## src/rtl/cpu_pkg.sv

```systemverilog
// Shared types for the multicycle ARM sequencer.
// States, datapath select encodings and opcode constants.
package cpu_pkg;

    typedef enum logic [3:0] {
        S_FETCH,
        S_DECODE,
        S_MEMADR,
        S_MEMREAD,
        S_MEMWB,
        S_MEMWRITE,
        S_EXECUTER,
        S_EXECUTEI,
        S_ALUWB,
        S_BRANCH,
        S_TRAP
    } state_t;

    typedef enum logic [1:0] {
        SRCA_REG = 2'b00,
        SRCA_PC  = 2'b01
    } srca_t;

    typedef enum logic [1:0] {
        SRCB_REG  = 2'b00,
        SRCB_IMM  = 2'b01,
        SRCB_FOUR = 2'b10
    } srcb_t;

    typedef enum logic [1:0] {
        RES_ALUOUT    = 2'b00,
        RES_DATA      = 2'b01,
        RES_ALURESULT = 2'b10
    } result_t;

    localparam logic [1:0] OP_DP  = 2'b00;
    localparam logic [1:0] OP_MEM = 2'b01;
    localparam logic [1:0] OP_B   = 2'b10;

    function automatic logic is_mem_state(input state_t s);
        return (s == S_FETCH) || (s == S_MEMREAD) || (s == S_MEMWRITE);
    endfunction

endpackage

```

## src/rtl/mem_wait_ctr.sv

```systemverilog
// Counts consecutive not-ready cycles in a memory state.
// expire fires when the limit is reached and memory is still not ready.
module mem_wait_ctr #(
    parameter int WAIT_LIMIT = 16,
    parameter int CNT_W      = 5
) (
    input  logic clk,
    input  logic rst_n,
    input  logic active,
    input  logic ready,
    output logic expire
);

    localparam logic [CNT_W-1:0] LIMIT = CNT_W'(WAIT_LIMIT);
    localparam logic ENABLED = (WAIT_LIMIT != 0);

    logic [CNT_W-1:0] cnt;

    assign expire = ENABLED && active && !ready && (cnt == LIMIT);

    // Leaving a memory state always happens via ready or expire,
    // so clearing on those also covers every state change.
    always_ff @(posedge clk or negedge rst_n) begin
        if (!rst_n) begin
            cnt <= '0;
        end else if (!active || ready || expire) begin
            cnt <= '0;
        end else if (cnt != '1) begin
            cnt <= cnt + 1'b1;
        end
    end

endmodule

```

## src/rtl/multicycle_fsm.sv

```systemverilog
// Main sequencer of the multicycle ARM core.
// Steps FETCH/DECODE/EXECUTE/WB with a memory-ready watchdog.
module multicycle_fsm
    import cpu_pkg::*;
#(
    parameter int WAIT_LIMIT = 16,
    parameter int CNT_W      = 5
) (
    input  logic       clk,
    input  logic       reset,
    input  logic [1:0] Op,
    input  logic [5:0] Funct,
    input  logic       MemReady,
    output logic       IRWrite,
    output logic       AdrSrc,
    output srca_t      ALUSrcA,
    output srcb_t      ALUSrcB,
    output result_t    ResultSrc,
    output logic       ALUOp,
    output logic       NextPC,
    output logic       RegW,
    output logic       MemW,
    output logic       Branch,
    output logic       Illegal,
    output logic       MemErr
);

    state_t state;
    state_t state_n;
    logic   expire;
    logic   unused_funct;

    assign unused_funct = ^Funct[4:1];

    mem_wait_ctr #(
        .WAIT_LIMIT(WAIT_LIMIT),
        .CNT_W     (CNT_W)
    ) u_wait (
        .clk   (clk),
        .rst_n (reset),
        .active(is_mem_state(state)),
        .ready (MemReady),
        .expire(expire)
    );

    always_ff @(posedge clk or negedge reset) begin
        if (!reset) begin
            state   <= S_FETCH;
            Illegal <= 1'b0;
            MemErr  <= 1'b0;
        end else begin
            state <= state_n;
            if (state == S_DECODE && Op == 2'b11) begin
                Illegal <= 1'b1;
            end
            if (expire) begin
                MemErr <= 1'b1;
            end
        end
    end

    always_comb begin
        state_n = state;
        case (state)
            S_FETCH: begin
                if (expire) begin
                    state_n = S_TRAP;
                end else if (MemReady) begin
                    state_n = S_DECODE;
                end
            end
            S_DECODE: begin
                case (Op)
                    OP_MEM:  state_n = S_MEMADR;
                    OP_DP:   state_n = Funct[5] ? S_EXECUTEI : S_EXECUTER;
                    OP_B:    state_n = S_BRANCH;
                    default: state_n = S_TRAP;
                endcase
            end
            S_MEMADR: begin
                state_n = Funct[0] ? S_MEMREAD : S_MEMWRITE;
            end
            S_MEMREAD: begin
                if (expire) begin
                    state_n = S_TRAP;
                end else if (MemReady) begin
                    state_n = S_MEMWB;
                end
            end
            S_MEMWRITE: begin
                if (expire) begin
                    state_n = S_TRAP;
                end else if (MemReady) begin
                    state_n = S_FETCH;
                end
            end
            S_EXECUTER: state_n = S_ALUWB;
            S_EXECUTEI: state_n = S_ALUWB;
            S_MEMWB:    state_n = S_FETCH;
            S_ALUWB:    state_n = S_FETCH;
            S_BRANCH:   state_n = S_FETCH;
            S_TRAP:     state_n = S_TRAP;
            default:    state_n = S_FETCH;
        endcase
    end

    // FETCH strobes are gated by reset so nothing fires while held.
    always_comb begin
        IRWrite   = 1'b0;
        AdrSrc    = 1'b0;
        ALUSrcA   = SRCA_REG;
        ALUSrcB   = SRCB_REG;
        ResultSrc = RES_ALUOUT;
        ALUOp     = 1'b0;
        NextPC    = 1'b0;
        RegW      = 1'b0;
        MemW      = 1'b0;
        Branch    = 1'b0;
        case (state)
            S_FETCH: begin
                ALUSrcA   = SRCA_PC;
                ALUSrcB   = SRCB_FOUR;
                ResultSrc = RES_ALURESULT;
                IRWrite   = MemReady & reset;
                NextPC    = MemReady & reset;
            end
            S_DECODE: begin
                ALUSrcA   = SRCA_PC;
                ALUSrcB   = SRCB_FOUR;
                ResultSrc = RES_ALURESULT;
            end
            S_MEMADR: begin
                ALUSrcB = SRCB_IMM;
            end
            S_MEMREAD: begin
                AdrSrc = 1'b1;
            end
            S_MEMWB: begin
                ResultSrc = RES_DATA;
                RegW      = 1'b1;
            end
            S_MEMWRITE: begin
                AdrSrc = 1'b1;
                MemW   = 1'b1;
            end
            S_EXECUTER: begin
                ALUOp = 1'b1;
            end
            S_EXECUTEI: begin
                ALUSrcB = SRCB_IMM;
                ALUOp   = 1'b1;
            end
            S_ALUWB: begin
                RegW = 1'b1;
            end
            S_BRANCH: begin
                ALUSrcB   = SRCB_IMM;
                ResultSrc = RES_ALURESULT;
                Branch    = 1'b1;
            end
            default: begin
            end
        endcase
    end

endmodule

```

## config.mk

```make
export PLATFORM = sky130hd
export DESIGN_NAME = multicycle_fsm
export DESIGN_NICKNAME = d
export VERILOG_FILES = /design/src/rtl/cpu_pkg.sv /design/src/rtl/mem_wait_ctr.sv /design/src/rtl/multicycle_fsm.sv
export SDC_FILE = /design/constraint.sdc
export NUM_CORES = 1
export LEC_CHECK = 0
export CAP_MARGIN = 20
export CORE_UTILIZATION = 44
export CTS_CLUSTER_DIAMETER = 30
export DETAILED_ROUTE_END_ITERATION = 8
export PLACE_DENSITY = 0.86
export SLEW_MARGIN = 5
export SYNTH_ARGS = -nofsm -noshare
export SYNTH_HDL_FRONTEND = slang
export SYNTH_SLANG_ARGS = --single-unit
```

## constraint.sdc

```tcl
create_clock -name clk -period 1.91 [get_ports clk]
set_input_delay 0.191 -clock clk [delete_from_list [all_inputs] [get_ports clk]]
set_output_delay 0.191 -clock clk [all_outputs]
set_load 0.01 [all_outputs]
```

; ---- Word level (Yosys, flattened, before mapping)
; Index checks and enable logic that the tools add are counted.
[totals]
reg_bits = 11
latch_bits = 0
mem_bits_rw = 0
rom_bits = 0
input_bits = 11
output_inout_bits = 15
wordCells = 64
n_memories = 0
[classes]
add_sub_neg = 1
n_mul = 0
div = 0
n_lt_le_gt_ge = 0
eq_ne = 18
shifts = 0
n_mux = 21
bitwise = 1
n_reduce_logical = 19
[op_table]
columns = op, count
row1 = 4-bit case mux with 7 select lines, 1
row2 = 4-bit two-way mux, 6
row3 = 4-bit by 3-bit equality test with 1-bit output (second input constant), 4
row4 = 4-bit equality test (second input constant), 3
row5 = 4-bit case mux with 3 select lines, 1
row6 = 5-bit two-way mux, 2
row7 = 3-bit by 2-bit inequality test with 1-bit output (second input constant), 3
row8 = 4-bit by 2-bit equality test with 1-bit output (second input constant), 2
row9 = 1-bit two-way mux, 8
row10 = 2-bit case mux with 2 select lines, 2
row11 = 2-bit OR reduction, 4
row12 = 3-bit OR reduction, 2
row13 = 5-bit by 1-bit adder with 5-bit output (second input constant), 1
row14 = 5-bit equality test (second input constant), 1
row15 = 5-bit inequality test (second input constant), 1
row16 = 2-bit equality test (second input constant), 2
row17 = 4-bit by 1-bit equality test with 1-bit output (second input constant), 1
row18 = 4-bit logical NOT, 1
row19 = 1-bit logical OR, 4
row20 = 1-bit logical AND, 3
row21 = 3-bit two-way mux, 1
row22 = 3-bit AND reduction, 1
row23 = 2-bit by 1-bit equality test with 1-bit output (second input constant), 1
row24 = 1-bit logical NOT, 2
row25 = 3 further kinds, 3

; ---- Longest topological paths before layout
; Gate-level depths: netlist of run 1.
[logic_depth]
ltp_word = 7
depth_mapped = 6
mapped_depth_nobuf = 6

; ---- By module
; Synthesis of run 1 repeated with hierarchy kept, for this count alone.
[unflattened]
cells_unflattened = 101
hier_area_um2 = 858.3
[by_module_without_submodules]
columns = mod, instances, cells_per_inst, area_per_inst_um2, seq_area_each_um2
row1 = multicycle_fsm, 1, 75, 571.8, 150.1
row2 = mem_wait_ctr, 1, 26, 286.5, 125.1

; ---- Worst setup path before layout of run 1
; No wires, ideal clock.
[synth_timing]
path_kind = flip-flop to flip-flop
start = register u_wait.cnt[0]
end = register state[2]
setup_ns = 0.082
arrival_ns = 1.419
required_ns = 1.828
path_slack_ns = 0.409
stages_incl_launch_ff = 6
n_path_buf = 0
period_less_slack_ns = 1.501
cell_sequence = dfrtp_1 inv_1 ha_1 and4bb_1 or4b_1 a31oi_1
[synth_via]
elab_chain_len = 4
elab_cells_between_ends = 10
classes_between = eq/ne (4) / mux (4) / reduce/logical (2)
[synth_lines]
columns = item, line
row1 = from (decl), mem_wait_ctr.sv:17  ; logic [CNT_W-1:0] cnt;
row2 = from (signal assigned), mem_wait_ctr.sv:29  ; cnt <= cnt + 1'b1;
row3 = 5-bit equality test (*), mem_wait_ctr.sv:19  ; assign expire = ENABLED && active && !ready && (cnt == LIMIT);
row4 = 1-bit logical AND (*), mem_wait_ctr.sv:19
row5 = "4-bit two-way mux, or another cell as far along", multicycle_fsm.sv:91  ; if (expire) begin
row6 = 4-bit case mux with 7 select lines or 3-bit AND reduction (tied branches), --
row7 = to (signal assigned), multicycle_fsm.sv:52  ; state <= state_n;
row8 = to (decl), multicycle_fsm.sv:28  ; state_t state;
; Mark *: on every way between the ends. The rest lies on a longest branch, timed or not.
; A chain may end at the register's enable or synchronous reset.

; ---- Worst setup path in the final report of run 1
[layout_timing]
start = register state[2]
end = output port Branch
[layout_via]
elab_chain_len = 2
[layout_lines]
columns = item, line
row1 = 4-bit equality test, multicycle_fsm.sv:119  ; case (state)
row2 = 1-bit two-way mux, multicycle_fsm.sv:119
row3 = to (decl), multicycle_fsm.sv:23  ; output logic Branch,
; No other way between the ends.

==> results of run 1 <==
-- power breakdown --
group | switching [uW] | internal [uW] | total, uW
registers | 93.0 | 295 | 388
logic | 394 | 400 | 793
clock network | 74.1 | 80.9 | 155
-- final timing paths --
path	start	end	slack, ns
max in group asynchronous	reset	state[3]	1.50
hold reg to reg	MemErr	MemErr	0.47
setup / recovery	state[2]	Branch	0.07
setup reg to reg	u_wait.cnt[0]	u_wait.cnt[3]	0.26
hold / removal	reset	u_wait.cnt[1]	0.24
min in group clk	MemErr	MemErr	0.47
-- per-stage QoR --
stage / std cells / worst slack [ns]
after floorplan: 87 / 0.4091
after global placement: 123 / 0.1926
after detailed placement: 123 / 0.1515
after CTS: 130 / 0.02460
after global routing: 130 / -0.008755
final: 130 / 0.07205
-- cells by family after synthesis --
kind of cell	Yosys count	synth area share, %
buffers and inverters	9	5.736
AO/OA/AOI/OAI	15	14.92
AND/OR/NAND/NOR	41	29.51
XOR/XNOR	5	5.739
flip-flops	11	36.07
adder cells (fa/ha/maj)	3	4.919
other	1	0.4913
multiplexers	2	2.623
-- layout make-up --
| type | count | area [um2] | share of cell area [%] |
|---|---|---|---|
| Multi-Input combinational cell | 67 | 456.7 | 42.84 |
| Sequential cell | 11 | 280.3 | 26.29 |
| Timing Repair Buffer | 28 | 267.8 | 25.12 |
| Clock buffer | 4 | 26.28 | 2.465 |
| Tap cell | 16 | 20.02 | 1.878 |
| Inverter | 4 | 15.01 | 1.408 |
-- registers in the layout (all words and copies together), names as in the netlist --
| signal | flops |
|---|---|
| u_wait.cnt | 5 |
| Illegal | 1 |
| MemErr | 1 |
| state | 4 |
-- metal layers --
metal	GRT usage [%]	wire, um
met5	0	0
met4	18.13	43
met3	5.417	77
met2	39.10	981
met1	25.20	759
-- cell usage after synthesis --
library cell  number
nor2_1            15
dfrtp_1           11
nand2b_1           7
inv_1              4
nor3_1             4
ha_1               3
nand2_1            3
o32ai_1            3
xor2_1             3
a21oi_1            2
buf_2              2
buf_4              2
mux2i_1            2
nand4b_1           2
nor2b_1            2
o21ai_0            2
o32a_1             2
xnor2_1            2
a211oi_1           1
a31oi_1            1
a32oi_1            1
a41o_1             1
and3_1             1
and4bb_1           1
clkbuf_1           1
conb_1             1
nand2b_2           1
nand3_1            1
nand3b_1           1
nor3b_1            1
o22ai_1            1
o2bb2ai_1          1
or3_1              1
or4b_1             1
-- what timing repair did --
| item | 4_1_cts | 5_1_grt |
|---|---|---|
| cloned | 0 | 0 |
| setup endpoints to repair | 8 | 6 |
| gates resized for setup | 7 | 8 |
| hold buffers | 0 | 0 |
| buffers inserted | 3 | 0 |
==> results.md, run 1 <==
* Final setup viols at 0
* Clk_lat worst skew at 0.27 ns
* Critical setup path kind: flip-flop to output pin
* Syn_area_per_cell at 8.773 um2
* Final Util at 68.38%
* Flops & latches, synth at 11
* Filler instances at 138
* Commonest cells after routing, fill and taps aside: clkdlybuf4s50_1 (14), nor2_1 (13), buf_4 (8)
* MaxCap Viol Count at 0
* Fin. max-slew vios at 0
* Post-Syn Area at 763.2 um2
* CP delay by family, top: buffers and inverters
* Vias/cell at 5.800
* P per Cell Area at 1254 mW/mm2
* Antenna violations before repair at 0
* Max Clk Rate at 544.1 MHz
* Synth Warn # at 0
* Crit Path Max Fanout at 9
* Final cycle utilization of the critical path at 96.23%
* # diodes at 0
* First-pass GRT wire length at 3160 um
* CTS tree: done
* Root Driver: clkbuf_4
* Total grt overflow at 0
* Fin crit period at 1.838 ns
* Area leader, netlist: dfrtp_1
* Skew final at 0.007019 ns
* Layout area overhead at 39.67%
* DR iter-0 viols at 15
* Post-DP HPWL at 1374 um
* Yosys top cell area share at 36.07%
* Finished Cell Area at 0.001066 mm2
* CP max-delay cell: clkdlybuf4s50_1
* Power, Total at 1337 uW
* Boundary Pins at 26
* Element type at the critical path start: flip-flop
* Placed cell areas at 992.2 um2
* Initial Util at 48.96%
* Die width at 43.65 um
* Seq/Total Area, Yosys at 36.07%
* Remaining DRCs at 3
* Max Root-Sink Buffers at 2
* Failing checks: DRC
* Post-Syn Instances at 87
* Share of layout cells above drive strength 1 at 17.54%
* CTS buffer count at 3
* GPL Wtd Cong at 0.7964
* Vias in the first global route at 763
* Reg2reg path depth at 6
* Clock transition at path regs at 0.07 ns
* Total track usage at 23.37%
* Sink Count at 11
* Router iterations before antenna repair at 6
* Row count at 14
* Via count at 754
* Critical path capture point type: output pin
* WP data required at 1.72 ns
* Unique masters post-synth at 34
* Hold WS at 0.2420 ns
* CP max stage delay at 0.55 ns
* WP buf/inv at 1
* Setup TNS at 0 ns
* DRT antenna net count at 0
* Per-cell routed wire length at 14.32 um
* Worst path depth at 3
* Core area at 0.001559 mm2
* H-tree levels at 1
* Largest net degree at the start of global routing at 12
* Crit path arrival time at 1.65 ns
* Post-Syn Nets at 101
* Commonest non-fill, non-tap cell in the layout: clkdlybuf4s50_1
* CP Cell Sequence: nand2b_1, nor2_1, clkdlybuf4s50_1
* Peak supply drop at 0.0006906 V
* Final Hold Vio Count at 0
* Die Area at 0.001905 mm2
* LEAKAGE at 0.0005027 uW
* Area contributors post-synth: dfrtp_1 (36%), nor2_1 (7.4%), nand2b_1 (5.7%)
* Final nets at 129
* Post-Route WL at 1862 um
* Status: complete, but fails checks
* Height of the die at 43.65 um
* Hold WC Path Type: primary input to asynchronous set/reset pin
* IO Port Bufs at 20
Power figures use the tool's default switching activity.
==> inputs of run 2 (changes only) <==
SKIP_CTS_REPAIR_TIMING = 1   (was unset)
==> run 2 against run 1 <==
Effect of this change: the flow still finishes with violations (DRC); critical path depth did not move; largest cell class unchanged; count of clock-buffer cells in the layout did not move; maximum frequency barely moved; clock power barely moved; clock skew barely moved; sequential share of layout area fell by 0.54 points; worst hold slack improved by 0.0025 ns; die area did not move; register-to-register slack got worse by 0.02 ns; via count fell by 0.80%.
==> results.md, run 2 (synthesized netlist as in run 1, its figures left out) <==
* Status: complete, but fails checks
* Failing checks: DRC
* CP delay by family, top: buffers and inverters
* Final Hold Vio Count at 0 (unchanged)
* Hold WS at 0.2444 ns (+0.002476 ns)
* CP max stage delay at 0.57 ns (+0.02 ns)
* Largest regs: u_wait.cnt (5), state (4)
* DR iter-0 viols at 16 (+1)
* Crit path arrival time at 1.65 ns (about the same)
* DRT antenna net count at 0 (unchanged)
* Fin. max-slew vios at 0 (unchanged)
* Final worst slack at 0.07031 ns (-0.001747 ns)
* Core area at 0.001559 mm2 (unchanged)
* Router iterations before antenna repair at 6 (unchanged)
* Antenna violations before repair at 0 (unchanged)
* Max Root-Sink Buffers at 2 (unchanged)
* Total grt overflow at 0 (unchanged)
* Element type at the critical path start: flip-flop
* Reg2Reg Capture Point: u_wait.cnt[2]
* Critical R2R Launch: state[2]
* Die width at 43.65 um (unchanged)
* Critical setup path kind: flip-flop to output pin
* WP buf/inv at 2 (+1)
* Root Driver: clkbuf_4
* Clk_lat worst skew at 0.27 ns (about the same)
* Vias in the first global route at 726 (-4.8%)
* LEAKAGE at 0.0005543 uW (+10%)
* Layout area overhead at 42.62%
* Critical path capture point type: output pin
* Vias/cell at 5.667 (-2.3%)
* Via count at 748 (-0.80%)
* Initial Util at 48.96% (unchanged)
* CP max-delay cell: clkdlybuf4s50_1
* Post-Route WL at 1916 um (+2.9%)
* Top reg by flops: u_wait.cnt
* Peak supply drop at 0.0007191 V (+4.1%)
* Commonest cells after routing, fill and taps aside: nor2_1 (13), clkdlybuf4s50_1 (13), buf_4 (9)
* Total track usage at 22.14% (-1.2 points)
* Crit Path Max Fanout at 6 (-3)
* Final setup viols at 0 (unchanged)
* Clock transition at path regs at 0.07 ns (about the same)
* Pre-CTS setup slack at 0.1515 ns (unchanged)
* Final nets at 131 (+1.6%)
* Placed Cells at 123 (unchanged)
* Post-Layout Cell Count at 132 (+1.5%)
* Max reg flops at 5 (unchanged)
* Boundary Pins at 26 (unchanged)
* CTS tree: done
* Die Area at 0.001905 mm2 (unchanged)
* CP Cell Sequence: clkbuf_2, nor3b_1, clkdlybuf4s50_1
* Share of layout cells above drive strength 1 at 18.97% (+1.4 points)
* Sink Count at 11 (unchanged)
* Reg2reg setup slack at 0.24 ns (-0.02 ns)
* Final Util at 69.82% (+1.4 points)
* Reg2reg path depth at 6 (unchanged)
* Final cycle utilization of the critical path at 96.32% (about the same)
* Row count at 14 (unchanged)
* Max Clk Rate at 543.6 MHz (about the same)
* WP data required at 1.72 ns (about the same)
* Hold WC Path Type: primary input to asynchronous set/reset pin
* MaxCap Viol Count at 0 (unchanged)
* First-pass GRT wire length at 3029 um (-4.1%)
* Skew final at 0.007414 ns (+0.0003954 ns)
* Largest net degree at the start of global routing at 12 (unchanged)
* # diodes at 0 (unchanged)
* P per Cell Area at 1250 mW/mm2 (-0.30%)
* Height of the die at 43.65 um (unchanged)
* Per-cell routed wire length at 14.52 um (+1.3%)
* GPL Wtd Cong at 0.7964 (unchanged)
* CTS buffer count at 3 (unchanged)
* H-tree levels at 1 (unchanged)
* IO Port Bufs at 20 (unchanged)
* Post-DP HPWL at 1374 um (unchanged)
* Remaining DRCs at 3 (unchanged)
* Fin crit period at 1.840 ns (+0.001747 ns)
-- run 2: where the power goes --
part / switching (uW) / internal (uW) / leakage, uW
registers: 89.6 / 295 / 0.000139
logic: 404 / 418 / 0.000401
clock network: 73.5 / 80.8 / 0.0000150
-- run 2: worst max-delay path by stage --
| stage | from | end | slack (ns) | cells past startpoint |
|---|---|---|---|---|
| 6_report | state[2] | ALUOp | 0.07 | 3 |
| 5_1_grt | state[2] | ALUOp | -0.03 | 3 |
| 4_1_cts | state[1] | ALUSrcB[0] | -0.16 | 3 |
| 3_5_place_dp | state[1] | ALUSrcB[0] | 0.15 | 3 |
| 3_3_place_gp | MemReady | NextPC | 0.19 | 4 |
| 2_1_floorplan | u_wait.cnt[0] | state[2] | 0.41 | 5 |
-- run 2: cell type report --
type,instances,area (um2)
clock buffers,4,26.28
fillers,136,470.5
inverters,4,15.01
multi-input cells,67,456.7
flip-flops and latches,11,280.3
well taps,16,20.02
repair buffers,30,290.3
-- run 2: metrics by stage --
stage	total power (uW)	cell area (um2)	TNS, ns
CTS	1293	1018	-0.4604
global placement	1105	992.2	0
global route	1464	1089	-0.03954
floorplan	806.2	763.2	0
finish	1361	1089	0
detailed placement	1133	992.2	0
-- run 2: layer usage --
metal	GRT usage, %	up-vias	wire length (um)
li1	-	369	-
met1	24.93	353	746
met2	37.31	22	1065
met3	5.000	4	76
met4	14.37	0	28
met5	0	-	0
